[src/rtl/tts_pkg.sv]
// Shared types and helpers for the truth-table sequencer.
package tts_pkg;

  typedef enum logic [1:0] {
    IDLE   = 2'd0,
    DRIVE  = 2'd1,
    SAMPLE = 2'd2,
    DONE   = 2'd3
  } state_t;

  // Width of a counter holding 0..hold_cycles-1, never narrower than one bit.
  function automatic int hold_w(input int hold_cycles);
    int w;
    w = $clog2(hold_cycles);
    return (w < 1) ? 1 : w;
  endfunction

endpackage

[src/rtl/tts_hold_timer.sv]
// Loadable down-counter: after a load, expire pulses on the HOLD_CYCLES-th
// enabled cycle, marking the last cycle a stimulus vector is held.
module tts_hold_timer
  import tts_pkg::*;
#(
  parameter int HOLD_CYCLES = 1
) (
  input  logic clk,
  input  logic rst,
  input  logic load,
  input  logic en,
  output logic expire
);

  localparam int HW = hold_w(HOLD_CYCLES);
  localparam logic [HW-1:0] LOAD_VAL = HW'(HOLD_CYCLES - 1);

  logic [HW-1:0] cnt;

  // Reload on a new vector, otherwise count down while enabled and stop at zero.
  always_ff @(posedge clk or posedge rst) begin
    if (rst) begin
      cnt <= '0;
    end else if (load) begin
      cnt <= LOAD_VAL;
    end else if (en && (cnt != '0)) begin
      cnt <= cnt - HW'(1);
    end
  end

  assign expire = en && (cnt == '0);

endmodule

[src/rtl/truth_table_sequencer.sv]
// Truth-table sequencer: sweeps every input vector of a small combinational
// block, samples its output after a hold interval and compares it with the
// expected table, reporting mismatch count, first failing index and pass.
// Optional build macro TTS_STOP_ON_FAIL_EN: end the run at the first mismatch.
module truth_table_sequencer
  import tts_pkg::*;
#(
  parameter int                  N_IN        = 3,
  parameter int                  HOLD_CYCLES = 1,
  parameter logic [2**N_IN-1:0]  EXPECT      = 8'hE8
) (
  input  logic            clk,
  input  logic            rst,
  input  logic            start,
  input  logic            dut_o,
  output logic [N_IN-1:0] stim,
  output logic            busy,
  output logic            done,
  output logic            pass,
  output logic [N_IN:0]   err_cnt,
  output logic [N_IN-1:0] fail_idx
);

  localparam logic [N_IN-1:0] LAST_VEC = '1;

  state_t state, state_next;
  logic   timer_load;
  logic   expire;
  logic   accept;
  logic   mismatch;
  logic   last_vec;

  assign accept   = start && ((state == IDLE) || (state == DONE));
  assign mismatch = (state == SAMPLE) && (dut_o != EXPECT[stim]);
  assign last_vec = (stim == LAST_VEC);

  tts_hold_timer #(
    .HOLD_CYCLES (HOLD_CYCLES)
  ) u_hold_timer (
    .clk    (clk),
    .rst    (rst),
    .load   (timer_load),
    .en     (state == DRIVE),
    .expire (expire)
  );

  // State register.
  always_ff @(posedge clk or posedge rst) begin
    if (rst) begin
      state <= IDLE;
    end else begin
      state <= state_next;
    end
  end

  // Next-state logic; the hold timer is reloaded on every entry into DRIVE.
  always_comb begin
    state_next = state;
    timer_load = 1'b0;
    case (state)
      IDLE, DONE: begin
        if (start) begin
          state_next = DRIVE;
          timer_load = 1'b1;
        end
      end
      DRIVE: begin
        if (expire) begin
          state_next = SAMPLE;
        end
      end
      SAMPLE: begin
`ifdef TTS_STOP_ON_FAIL_EN
        if (mismatch || last_vec) begin
`else
        if (last_vec) begin
`endif
          state_next = DONE;
        end else begin
          state_next = DRIVE;
          timer_load = 1'b1;
        end
      end
      default: state_next = IDLE;
    endcase
  end

  // Stimulus vector and result counters; a start while busy never reaches here.
  always_ff @(posedge clk or posedge rst) begin
    if (rst) begin
      stim     <= '0;
      err_cnt  <= '0;
      fail_idx <= '0;
    end else if (accept) begin
      stim     <= '0;
      err_cnt  <= '0;
      fail_idx <= '0;
    end else if (state == SAMPLE) begin
      if (mismatch) begin
        err_cnt <= err_cnt + (N_IN+1)'(1);
        if (err_cnt == '0) begin
          fail_idx <= stim;
        end
      end
      if (state_next == DRIVE) begin
        stim <= stim + N_IN'(1);
      end
    end
  end

  assign busy = (state == DRIVE) || (state == SAMPLE);
  assign done = (state == DONE);
  assign pass = (state == DONE) && (err_cnt == '0);

endmodule

[config.mk]
export PLATFORM = sky130hd
export DESIGN_NAME = truth_table_sequencer
export DESIGN_NICKNAME = d
export VERILOG_FILES = /design/src/rtl/tts_pkg.sv /design/src/rtl/tts_hold_timer.sv /design/src/rtl/truth_table_sequencer.sv
export SDC_FILE = /design/constraint.sdc
export NUM_CORES = 1
export LEC_CHECK = 0
export ABC_AREA = 1
export CAP_MARGIN = 15
export CORE_ASPECT_RATIO = 2
export CORE_MARGIN = 1
export CORE_UTILIZATION = 30
export CTS_BUF_LIST = sky130_fd_sc_hd__clkbuf_2
export CTS_CLUSTER_SIZE = 25
export DETAILED_ROUTE_END_ITERATION = 12
export SLEW_MARGIN = 40
export SYNTH_ARGS = -nofsm -noshare
export SYNTH_HDL_FRONTEND = slang
export SYNTH_SLANG_ARGS = --single-unit
[constraint.sdc]
create_clock -name clk -period 2.6 [get_ports clk]
set_input_delay 0.65 -clock clk [delete_from_list [all_inputs] [get_ports clk]]
set_output_delay 0.65 -clock clk [all_outputs]
set_load 0.1 [all_outputs]
Yosys cells after proc, flatten, opt, wreduce, memory -nomap -nowiden
Memories as Yosys holds them, arrays and structs flattened.
Index checks and enable logic that the tools add are counted.
Widths: inputs -> output; s select.
Word-level totals
  memories: 1
  word-level logic and storage cells: 55
  bits in read-only memories: 8
  bits in registers: 13
  output and inout port bits: 13
Cells by class
  multiplexer cells: 20
  equality and inequality tests: 6
  add/sub/neg operators: 3
  $lt $le $gt $ge: 1
  bitwise logic cells: 1
  reduce and logical (&&, ||, !) cells: 18
Memory list
  (name not given): depth 8, bits a word 1, rd ports 1, clocked after Yosys merged registers in 0, write ports 0, line truth_table_sequencer.sv:34  | assign mismatch = (state == SAMPLE) && (dut_o != EXPECT[stim]);
Operator list (number)
  $mux 3: 7
  $mux 4: 3
  $reduce_bool 2->1: 5
  $mux 2: 3
  $pmux 2 s3: 1
  $logic_and 1x1->1: 5
  $mux 1: 5
  $add 4x1->4 const B: 1
  $eq 2x1->1 const B: 2
  $eq 2x2->1 const B: 2
  $logic_not 4->1: 1
  $lt 3x4->1 const B: 1
  $reduce_and 2->1: 2
  $add 3x1->3 const B: 1
  $eq 3x3->1 const B: 1
  $reduce_and 3->1: 1
  $logic_not 2->1: 1
  $logic_or 1x1->1: 2
  $pmux 1 s2: 1
  $reduce_or 2->1: 1
  $ne 1x1->1: 1
  $not 1->1: 1
  $sub 1x1->1 const B: 1

Depth between registers and ports, before layout
Gate-level depths: netlist of the first run.
  depth in word-level cells: 8
  depth in mapped cells: 9
  mapped depth without buffers: 9

Hierarchy
A second synthesis of the first run with hierarchy kept.
Unflattened totals
  cells, all modules: 117
  area total of the unflattened synthesis: 879.6 µm²
By module, submodules not included
  truth_table_sequencer: area an instance 833.3 µm², instances 1, sequential area each 300.3 µm², cells each 111
  tts_hold_timer: area an instance 46.3 µm², instances 1, sequential area each 25.0 µm², cells each 6

Worst setup path after synthesis of the first run
Ideal clock, no wire load.
  path kind: reg-to-output
  start point: register state[0]
  end point: output pass
  data required time: 1950 ps
  path slack: -658 ps
  buffers on the path: 0
  stages on the path, launching flop included: 4
  arrival: 2608 ps
  cell sequence: dfrtp_1 > ha_1 > inv_1 > nor2_1
On the way
  word-level cells in the longest chain between the ends: 2
Ends and longest elaborated chain
  from (decl): line truth_table_sequencer.sv:26  | state_t state, state_next;
  from (signal assigned): line truth_table_sequencer.sv:52  | state <= state_next;
  $eq 2x2->1
  named net done: line truth_table_sequencer.sv:18  | output logic done,
  $logic_and 1x1->1: line truth_table_sequencer.sv:113  | assign pass = (state == DONE) && (err_cnt == '0);
  to (decl): line truth_table_sequencer.sv:19  | output logic pass,
The timed path passes the listed nets, and every way through them passes these cells.

Final worst setup path of the first run
  start point: register state[0]
  end point: output busy
On the way
  word-level cells in the longest chain between the ends: 2
Ends and longest elaborated chain
  $eq 2x1->1 / $eq 2x2->1 (equally long branches): line truth_table_sequencer.sv:111  | assign busy = (state == DRIVE) || (state == SAMPLE);
  $logic_or 1x1->1 *: line truth_table_sequencer.sv:111
  to (decl): line truth_table_sequencer.sv:17  | output logic busy,
Every way passes the cells marked *; elsewhere a longest branch is shown, timed or not.

==> flow_metrics.tcl, run 1 <==
set metrics [dict create \
    grt-busiest-layer "met2" \
    dr.pass1.iters 4 \
    clock_latency_ns 0.28 \
    wl_per_cell_um 11.3 \
    synth-seq-area-share_pct 36.8 \
    grt_first_pass_wirelength_um 3140 \
    antenna_found_initial 0 \
    final_ant_viol_nets 0 \
    synthDominantCellAreaShare_pct 36.8 \
    placement_rows 27 \
    ctsHoldBuffers 0 \
    synthCells 113 \
    die_area_sq_um 3180 \
    finish.cell_count_without_fillers 161 \
    clock_tree_from_tritoncts "done" \
    route.vias.total 767 \
    start_util_pct 31.9 \
    area_overhead_of_the_layout_relative_to_synthesis_pct 23.9 \
    report.final.hold_viol_count 0 \
    synth.ff_latch_count 13 \
    nets_finish 146 \
    ys_warn_count 0 \
    whs_ns 0.535 \
    synth-edff-count 0 \
    fin_skew_ns 0.00957 \
    synth.cell_area_sq_um 885 \
    synth_cell_types 21 \
    drc_violations 0 \
    die_height_um 78.8 \
    timing.critical_path.arrival_ns 1.55 \
    synth_top_flop_cell "sky130_fd_sc_hd__dfrtp_1" \
    worstHoldPathType "reg -> reg" \
    use_met1_pct 14.0 \
    post-synth-top-count-cell "sky130_fd_sc_hd__nand2_1" \
    clockBufferDepth 2 \
    layout.cell_area.non_filler_sq_um 1100 \
    setup.worst_path.end_class "primary output" \
    critical_setup_path_class "reg -> out" \
    post-dp-hpwl_um 1450 \
    synth_top_area_cell "sky130_fd_sc_hd__dfrtp_1" \
    final.fill_count 303 \
    synth_adder_area_share_pct 12.7 \
    run_status "finished clean" \
    routabilityCongestion 0.752 \
    io_pins 17 \
    grt.total_usage_pct 13.9 \
    worstMarginPinSlew_ns 0.525 \
    place.detailed.instances 157 \
    setup_repair_after_global_routing_missed_its_margin "no" \
    synthSimpleGateAreaFrac_pct 35.4 \
    post_drt_via_cell_ratio 4.76 \
    cts-root-buf "sky130_fd_sc_hd__clkbuf_2" \
    fmax_mhz 455 \
    slew_headroom_pct 65.0 \
    synth_top_family_by_area "simple AND/OR/NAND/NOR gates" \
    drt_iter0_drc 18 \
    postSynthNetCount 126 \
    grt-ovfl-total 0 \
    cts_buffers 3 \
    io_buffer_count 16 \
    synth.mux.area_fraction_pct 0 \
    fp.coreArea_sq_um 2770 \
    use_met3_pct 1.68 \
    setup.worst_path.start_class "flip-flop" \
    final_setup_fails 0 \
    post-cts-setup-buffer-count 0 \
    share_of_the_clock_period_used_by_the_worst_path_pct 84.6 \
    timing.setup.tns_ns 0 \
    period_minus_slack_ns 2.20 \
    grt_use_met2_pct 25.4 \
    synth_commonest_cells "sky130_fd_sc_hd__nand2_1, sky130_fd_sc_hd__inv_1, sky130_fd_sc_hd__dfrtp_1, sky130_fd_sc_hd__nand3_1" \
    post_synthesis_compound_gate_area_fraction_pct 4.38 \
    drt_wl_total_um 1830 \
    n_antenna_cell 0 \
    cts_num_sinks 13 \
    clock_transition_time_at_the_flip_flop_clock_pins_of_the_worst_setup_and_hold_paths_ns 0.14 \
    pin_count_of_the_biggest_net_entering_global_routing 14 \
    drive_gt1_share_pct 24.2 \
    via_count_of_the_first_global_routing_pass 777 \
    synth_area_per_cell_sq_um 7.83 \
    xor_xnor_cell_area_share_of_the_yosys_netlist_pct 0.990 \
    instance_area_at_placement_sq_um 1080 \
    timing.critical_path.fanout_max 5 \
    synth.top_cells.by_area "sky130_fd_sc_hd__dfrtp_1, sky130_fd_sc_hd__ha_1, sky130_fd_sc_hd__nand2_1" \
    gates_resized_cts_repair 0 \
    die_w_um 40.4 \
    cts.htree.levels 1 \
    required_ns 1.95 \
    synthArstFlopShare_pct 100 \
    slew_violations 0 \
    cap_violations 0 \
]
cell type report:
class | count | area, sq um | area share [%]
Timing Repair Buffer | 16 | 153 | 13.9
Clock buffer | 4 | 20.0 | 1.83
Multi-Input combinational cell | 78 | 480 | 43.8
Inverter | 21 | 81.3 | 7.42
Tap cell | 29 | 36.3 | 3.31
Sequential cell | 13 | 325 | 29.7
cells by family (layout without fill, tap and decap cells):
group           Yosys count  count (layout)
compound gates            7               7
xor+xnor                  1               1
fa+ha+maj                 9               9
buf+inv                  22              41
flops                    13              13
simple gates             61              61
placed cells by master, fill, tap and decap left out, types with 2 or more instances in the layout:
| master | instances |
|---|---|
| sky130_fd_sc_hd__nand2_1 | 23 |
| sky130_fd_sc_hd__inv_1 | 19 |
| sky130_fd_sc_hd__nand3_1 | 13 |
| sky130_fd_sc_hd__dfrtp_1 | 13 |
| sky130_fd_sc_hd__buf_4 | 11 |
| sky130_fd_sc_hd__ha_1 | 9 |
| sky130_fd_sc_hd__nor2_1 | 8 |
| sky130_fd_sc_hd__nand4_1 | 4 |
| sky130_fd_sc_hd__clkbuf_2 | 4 |
| sky130_fd_sc_hd__nand2_2 | 3 |
| sky130_fd_sc_hd__nand3_2 | 3 |
| sky130_fd_sc_hd__nand2_4 | 3 |
| sky130_fd_sc_hd__a21oi_1 | 3 |
| sky130_fd_sc_hd__clkdlybuf4s50_1 | 3 |
| sky130_fd_sc_hd__o21ai_0 | 2 |
| sky130_fd_sc_hd__buf_12 | 2 |
worst max-delay path, cell delays in order (launching register included):
cell                      delay (ns)
sky130_fd_sc_hd__dfrtp_1        0.47
sky130_fd_sc_hd__inv_1          0.07
sky130_fd_sc_hd__ha_1           0.34
sky130_fd_sc_hd__inv_1          0.20
sky130_fd_sc_hd__buf_12         0.21
layer usage:
| metal | vias up | share of wire, % |
|---|---|---|
| met5 | - | 0 |
| met4 | 0 | 1.8 |
| met3 | 4 | 3.4 |
| met2 | 14 | 55 |
| met1 | 356 | 39 |
| li1 | 393 | - |
sequential cells by signal, summed over array words and instances (netlist names):
name              flops
fail_idx              3
u_hold_timer.cnt      1
stim                  3
err_cnt               4
state                 2
per-stage QoR:
stage / setup slack [ns] / utilization [%]
after floorplan: 0.00559 / -
after global placement: 0.647 / 38.8
after detailed placement: 0.614 / 38.8
after CTS: 0.358 / 39.6
after global routing: 0.265 / 39.6
final: 0.400 / 39.6
worst paths after layout:
check / slack [ns] / to / from / cells after the start
worst max-delay path: 0.40 / busy / state[0] / 4
worst min-delay path: 0.54 / fail_idx[0] / fail_idx[0] / 2
worst max register to register: 0.88 / stim[1] / state[0] / 8
worst min register to register: 0.54 / fail_idx[0] / fail_idx[0] / 2
max in group asynchronous: 1.55 / state[0] / rst / 2
min in group asynchronous: 0.69 / stim[2] / rst / 2
Power of run 1 is not shown: default switching activity piles up to over one toggle a cycle in this logic, so the estimate is an artifact.
==> run 2, diff against run 1 <==
- clock period: 2.6 -> 2.3 ns (I/O delays scaled with it)
==> run 2 against run 1 <==
Design area rose by 1.4%. Cell count did not move. Die area did not move. Via count rose by 0.39%. Non-clock buffer count did not move. Core utilization rose by 0.54 points. Count of clock-buffer cells in the layout did not move. Routed wire length fell by 5.4%. Global-route usage fell by 1.3 points.
==> flow_metrics.tcl, run 2 (synthesized netlist as in run 1, its figures left out) <==
set metrics [dict create \
    worstHoldPathType "reg -> reg" \
    worst_setup_path_endpoint "busy" \
    post-cts-setup-buffer-count 0 \
    fin_ws_ns 0.168 \
    clockBufferDepth 2 \
    reg2reg_setup_slack_ns 0.57 \
    r2r-end "stim[0]" \
    largest_register "err_cnt" \
    setup_repair_after_global_routing_missed_its_margin "no" \
    period_minus_slack_ns 2.13 \
    worstPathCellList "inv_1, ha_1, inv_1, buf_12" \
    worst-path-stages 4 \
    timing.critical_path.arrival_ns 1.56 \
    post-route-util_pct 40.1 \
    timing.critical_path.fanout_max 5 \
    drive_gt1_share_pct 25.0 \
    fmax_mhz 469 \
    slew_violations 0 \
    highest_count_cells_in_the_layout_ignoring_fill_and_taps "sky130_fd_sc_hd__nand2_1, sky130_fd_sc_hd__inv_1, sky130_fd_sc_hd__nand3_1, sky130_fd_sc_hd__dfrtp_1, sky130_fd_sc_hd__buf_4" \
    fp.coreArea_sq_um 2770 \
    crit_path_max_incr_delay_ns 0.47 \
    post-dp-hpwl_um 1410 \
    biggestRegsByFlops "err_cnt (4), fail_idx (3), stim (3)" \
    final_setup_fails 0 \
    final_ant_viol_nets 0 \
    run_status "finished clean" \
    area_overhead_of_the_layout_relative_to_synthesis_pct 25.6 \
    required_ns 1.73 \
    critPathMostFrequentCell "sky130_fd_sc_hd__inv_1" \
    whs_ns 0.539 \
    timing.critical_path.max_delay_family "buffers and inverters" \
    timing.reg2reg.worst_path_depth 7 \
    worst_r2r_src "state[0]" \
    most_frequent_standard_cell_in_the_layout_excluding_fill_and_tap_cells "sky130_fd_sc_hd__nand2_1" \
    grt_first_pass_wirelength_um 2870 \
    gates_resized_cts_repair 0 \
    die_area_sq_um 3180 \
    drt_wl_total_um 1730 \
    slew_headroom_pct 64.1 \
    critical_setup_path_class "reg -> out" \
    timing.setup.tns_ns 0 \
    start_util_pct 31.9 \
    io_pins 17 \
    nets_finish 146 \
    via_count_of_the_first_global_routing_pass 710 \
    ctsHoldBuffers 0 \
    wl_per_cell_um 10.7 \
    worst_path_max_delay_cell "sky130_fd_sc_hd__dfrtp_1" \
    n_antenna_cell 0 \
    cts_num_sinks 13 \
    grt.total_usage_pct 12.5 \
    clock_transition_time_at_the_flip_flop_clock_pins_of_the_worst_setup_and_hold_paths_ns 0.14 \
    post_drt_via_cell_ratio 4.78 \
    share_of_the_clock_period_used_by_the_worst_path_pct 92.7 \
    route.vias.total 770 \
    worstMarginPinSlew_ns 0.538 \
    pin_count_of_the_biggest_net_entering_global_routing 14 \
    io_buffer_count 16 \
    dr.pass1.iters 4 \
    setup.worst_path.start "state[0]" \
    critical_path.n_buffers_inverters 3 \
    antenna_found_initial 0 \
    routabilityCongestion 0.776 \
    cts-root-buf "sky130_fd_sc_hd__clkbuf_2" \
    drc_violations 0 \
    setup.worst_path.end_class "primary output" \
    cap_violations 0 \
    placement_rows 27 \
    cts_buffers 3 \
    setup.worst_path.start_class "flip-flop" \
    clock_latency_ns 0.26 \
    die_w_um 40.4 \
    grt-ovfl-total 0 \
    pre_cts_slack_ns 0.386 \
    report.final.hold_viol_count 0 \
    drt_iter0_drc 24 \
    cts.htree.levels 1 \
    fin_skew_ns 0.00330 \
    largest_register_ff_count 4 \
    clock_tree_from_tritoncts "done" \
    die_height_um 78.8 \
]
run 2: cell count changes in the layout (fill, tap and decap cells not counted):
| cell | previous run | this run |
|---|---|---|
| sky130_fd_sc_hd__ha_2 | 0 | 1 |
| sky130_fd_sc_hd__buf_12 | 2 | 3 |
| sky130_fd_sc_hd__ha_1 | 9 | 8 |
| sky130_fd_sc_hd__buf_4 | 11 | 10 |
run 2: how the worst min path moves through the flow:
stage                      from     endpoint  slack, ns  cells after the start
finish              fail_idx[0]  fail_idx[0]       0.54                      2
global route        fail_idx[1]  fail_idx[1]       0.59                      2
CTS                 fail_idx[2]  fail_idx[2]       0.54                      2
detailed placement  fail_idx[2]  fail_idx[2]       0.51                      2
global placement    fail_idx[2]  fail_idx[2]       0.51                      2
floorplan                   rst   err_cnt[0]       0.45                      1
run 2: cell type report:
type	count	area, sq um
clock buffer	4	20.0
sequential	13	325
multi-input combinational	78	483
inverter	21	81.3
tap	29	36.3
fill	291	1660
timing repair buffer	16	165
run 2: stage by stage:
step	cells	area [sq um]
floorplan	113	895
global placement	157	1090
detailed placement	157	1090
CTS	161	1110
global route	161	1110
finish	161	1110
run 2: worst min-delay path: stages, from the launching register on:
cell and delay (ns):
sky130_fd_sc_hd__dfrtp_1 0.38, sky130_fd_sc_hd__nand3_1 0.08, sky130_fd_sc_hd__nand2_1 0.06
run 2: routing by layer:
metal  GRT usage [%]  part of all wire, %  vias up
met2            21.6                   54       16
met5               0                    0        -
met1            14.4                   41      357
li1                -                    -      395
met4            5.00                  1.1        0
met3            1.68                  4.1        2
Power of run 2 is left out for the same reason.
==> variant 1: new RTL, config.mk and constraints of run 2 <==
Register the outputs `busy`, `done` and `pass`, without a reset; this adds one clock of latency there. The other outputs are not delayed to match.
--- a/src/rtl/truth_table_sequencer.sv
+++ b/src/rtl/truth_table_sequencer.sv
@@ -110,5 +110,7 @@
 
-  assign busy = (state == DRIVE) || (state == SAMPLE);
-  assign done = (state == DONE);
-  assign pass = (state == DONE) && (err_cnt == '0);
+  always_ff @(posedge clk) begin
+    busy <= (state == DRIVE) || (state == SAMPLE);
+    done <= (state == DONE);
+    pass <= (state == DONE) && (err_cnt == '0);
+  end
 
Function: changed (a bounded check fails within 4 cycles, from zero or initial values and one cycle with rst high).
==> variant 1 against run 2 <==
Final cell count rose by 3.1%; first-iteration DRC count decreased by 71%; area after synthesis rose by 9.9%; wire length increased by 15%; sequential cell count is 3 higher; utilization down 1.9 points; final area is 3.5% higher; global-route usage grew 0.23 points; maximum frequency is 21% higher; sequential share of layout area increased by 4.2 points; via count is 3.4% higher; setup slack improved by 0.36 ns.
Power is left out: the tool's default activity adds up to more than one toggle a clock period on the data nets, which glitch-free logic cannot reach.
==> variant 1: results (changes against run 2) <==
Place WS 0.359 ns (-0.0265 ns); Iter 0 DRT Violations 7 (-71%); syn nets 130 (+3.2%); Reg2Reg Setup Slack 0.53 ns (-0.04 ns); final net count 150 (+2.7%); root buffer cell clkbuf_2; Routed wire per std cell 12.0 µm (+11%); Unique masters post-synth 22 (+4.8%); setup bufs post-CTS 0 (unchanged); Slew HR 64.6% (+0.57 points); Skew-Pair Late Insertion Delay 0.30 ns (+0.04 ns); Hold Slack 0.540 ns (+0.00169 ns); Worst Hold End fail_idx[1]$_DFFE_PP0P_; Post-DP HPWL 1550 µm (+10%); most frequent cells after synthesis 22 x nand2_1, 18 x inv_1, 13 x dfrtp_1, 12 x nor2_1, 10 x nand3_1; vias after detailed routing 796 (+3.4%); CP max stage delay 0.47 ns (about the same); Clk pin slew, worst setup/hold paths 0.16 ns (+0.02 ns); Overall Global Routing Usage 12.8% (+0.23 points); register area share after synthesis 39.6% (+2.9 points); hold_sp fail_idx[1]$_DFFE_PP0P_; Max stage delay cell, worst path dfrtp_1; CP top delay family simple AND/OR/NAND/NOR gates; crit path DAT 1.98 ns (+0.42 ns); CP max FO 12 (+7); post-cts resize count 0 (unchanged); ranking of synthesized cells by area dfrtp_1 33%, ha_1 12%, nand2_1 8.5%; n_diodes 0 (unchanged); status finished, final reports clean; GPL Wtd Cong 0.751 (-3.3%); Setup Skew 0.00641 ns (+0.00310 ns); ratio of cells with drive above 1 in the final layout 25.7% (+0.74 points); worst hold path depth 2 (unchanged); Largest regs err_cnt x4, fail_idx x3, stim x3; FMAX 566 MHz (+21%); Fillers 316 (+8.6%); Clock Sinks 16 (+3); FFs w/ async S/R, synth 81.3% (-19 points); vias in the first global route 753 (+6.1%); r2r worst-path depth 8 (+1); first-pass GRT wire length 3240 µm (+13%)
[variant 1: cell types whose count changed in the layout (fill, tap and decap cells not counted), sizes merged]
| cell | run 2 | this run |
|---|---|---|
| a21oi | 4 | 3 |
| dfxtp | 0 | 3 |
| nor2 | 9 | 12 |
| or2 | 2 | 1 |
[variant 1: layout make-up]
cell class	count	area share (%)
multi-input cells	79	43.3
flip-flops and latches	16	33.5
repair buffers	16	11.1
inverters	21	7.07
well taps	30	3.26
clock buffers	4	1.74
[variant 1: worst max-delay path by stage]
stage	endpoint	cells after the start	start
6_report	stim[0]$_DFFE_PP0P_	8	state[0]$_DFF_PP0_
5_1_grt	stim[2]$_DFFE_PP0P_	9	state[0]$_DFF_PP0_
4_1_cts	stim[0]$_DFFE_PP0P_	8	state[0]$_DFF_PP0_
3_5_place_dp	stim[0]$_DFFE_PP0P_	8	start
3_3_place_gp	stim[0]$_DFFE_PP0P_	7	start
2_1_floorplan	fail_idx[2]$_DFFE_PP0P_	8	stim[0]$_DFFE_PP0P_
[variant 1: cells by family after synthesis]
logic type                 after synthesis  share of synthesized area, %
and+or+nand+nor                         63                          35.3
AOI/OAI and AO/OA                        6                          3.47
buffers and inverters                   22                          9.14
DFF                                     16                          39.6
xor gates and xnor gates                 1                         0.901
adders and majority gates                9                          11.6
[variant 1: stage by stage]
stage / utilization [%] / cells / instance area (µm²)
CTS: 38.2 / 166 / 1150
floorplan: - / 117 / 972
global route: 38.2 / 166 / 1150
detailed placement: 37.5 / 162 / 1130
finish: 38.2 / 166 / 1150
global placement: 37.5 / 162 / 1130
[variant 1: worst min-delay path, stage by stage (launching register included)]
cell	delay (ns)
dfrtp_1	0.38
nand3_1	0.08
nand2_1	0.06
[variant 1: routing by layer]
metal | share of wire (%) | vias to the layer above | wire, µm | track usage [%]
met5 | 0 | - | 0 | 0
met4 | 2.2 | 0 | 44 | 7.50
met1 | 38 | 371 | 753 | 13.1
li1 | - | 406 | - | -
met3 | 3.1 | 5 | 62 | 2.61
met2 | 57 | 14 | 1130 | 23.4
==> variant 2: new RTL, settings of run 2 <==
Without the edit above. Build with the macro `TTS_STOP_ON_FAIL_EN` defined.
--- a/src/rtl/truth_table_sequencer.sv
+++ b/src/rtl/truth_table_sequencer.sv
@@ -4,2 +4,4 @@
 // Optional build macro TTS_STOP_ON_FAIL_EN: end the run at the first mismatch.
+`define TTS_STOP_ON_FAIL_EN
+
 module truth_table_sequencer
Formal check against the unedited RTL: not equivalent (Yosys sat finds a counterexample within 4 cycles, from zero or initial values and one cycle with rst high).
==> variant 2 against run 2 <==
Die area fell by 6.0%; wire length is 8.0% higher; critical path depth grew 1; largest cell class unchanged; clock skew barely moved; setup slack improved by 0.043 ns; synthesized cell count fell by 7.1%; area after synthesis shrank 6.2%; final area is 4.8% lower; highest routed layer unchanged; sequential cell count unchanged; count of clock-buffer cells in the layout is the same; global-route usage rose by 3.0 points; non-clock buffer count is the same.
Power is left out: the tool's default activity adds up to more than one toggle a clock period on the data nets, which glitch-free logic cannot reach.
==> variant 2: results (changes against run 2) <==
Slew HR 65.4% (+1.3 points); multi-input logic area 419 µm² (-13%); Vias/cell 4.74 (-0.96%); Worst Hold End fail_idx[1]$_DFFE_PP0P_; final sequential cell count 13 (unchanged); Worst-Margin Slew 0.519 ns (-0.0195 ns); Skew-Pair Late Insertion Delay 0.29 ns (+0.03 ns); xor-xnor portion of the synthesized cell area 0% (-0.99 points); Signal buf overhead 15.6% (+0.76 points); crit path DAT 1.51 ns (-0.05 ns); comb_multi_in 67 (-14%); Overall Global Routing Usage 15.6% (+3.0 points); met3 wire len 47 µm (-33%); Seq area share 31.0% (+1.7 points); syn nets 118 (-6.3%); CP top delay family flip-flops; ClkCell Share 1.89% (+0.092 points); GPL Wtd Cong 0.822 (+5.9%); complex-gate fraction of the synthesized area 11.9% (+7.5 points); r2r worst-path depth 7 (unchanged); Largest regs err_cnt x4, fail_idx x3, stim x3; reg2reg end fail_idx[1]$_DFFE_PP0P_; most frequent cells after synthesis 23 x inv_1, 18 x nand2_1, 13 x dfrtp_1, 9 x ha_1, 9 x o21ai_0; WL met1 666 µm (-5.9%); Iter 0 DRT Violations 15 (-38%); DRT Wirelength 1870 µm (+8.0%); Setup Skew 0.00331 ns (+0.00000630 ns); Max stage delay cell, worst path dfrtp_2; register area share after synthesis 39.2% (+2.4 points); ranking of synthesized cells by area dfrtp_1 39%, ha_1 14%, inv_1 10%; status finished, final reports clean; crit path to pass; routed length on met2 1080 µm (+16%); Reg2Reg Setup Slack 0.50 ns (-0.07 ns); Signal inverters 24 (+14%); first-pass GRT wire length 3220 µm (+12%); hold_sp fail_idx[1]$_DFFE_PP0P_; Synth Area in Adders 13.6% (+0.84 points); CP max FO 4 (-1); crit path from err_cnt[0]$_DFFE_PP0P_; final net count 138 (-5.5%); vias in the first global route 762 (+7.3%); Unique masters post-synth 18 (-14%); Post-DP HPWL 1530 µm (+8.7%); CP max stage delay 0.44 ns (-0.03 ns)
==> variant 2: changes by cell type in the layout (fill, tap and decap cells not counted), moves of 4 or more <==
cell / run 2 / this run
inv_1: 19 / 23
nand3_1: 13 / 6
a21oi_1: 3 / 7
nand2_1: 23 / 18
o21ai_0: 2 / 9
==> variant 2: stage by stage <==
stage	instances	area [µm²]	setup WS [ns]	hold slack (ns)	util (%)
final	152	1060	0.212	0.564	40.6
after global routing	152	1060	0.101	0.602	40.6
after global placement	148	1040	0.370	0.532	39.9
after floorplan	105	842	0.113	0.452	-
after CTS	152	1060	0.193	0.570	40.6
after detailed placement	148	1040	0.337	0.541	39.9
==> variant 2: metal layers <==
metal,GRT usage [%],vias up
met5,0,-
met4,10.3,0
met3,1.75,7
met2,27.3,16
met1,15.3,330
li1,-,367
==> variant 2: worst register-to-register path: stages (launching register included) <==
cell and delay [ns]:
dfrtp_1 0.43, inv_1 0.09, ha_1 0.35, nand2_1 0.32
inv_1 0.15, nor2_1 0.21, nand2_1 0.09, o21ai_0 0.08
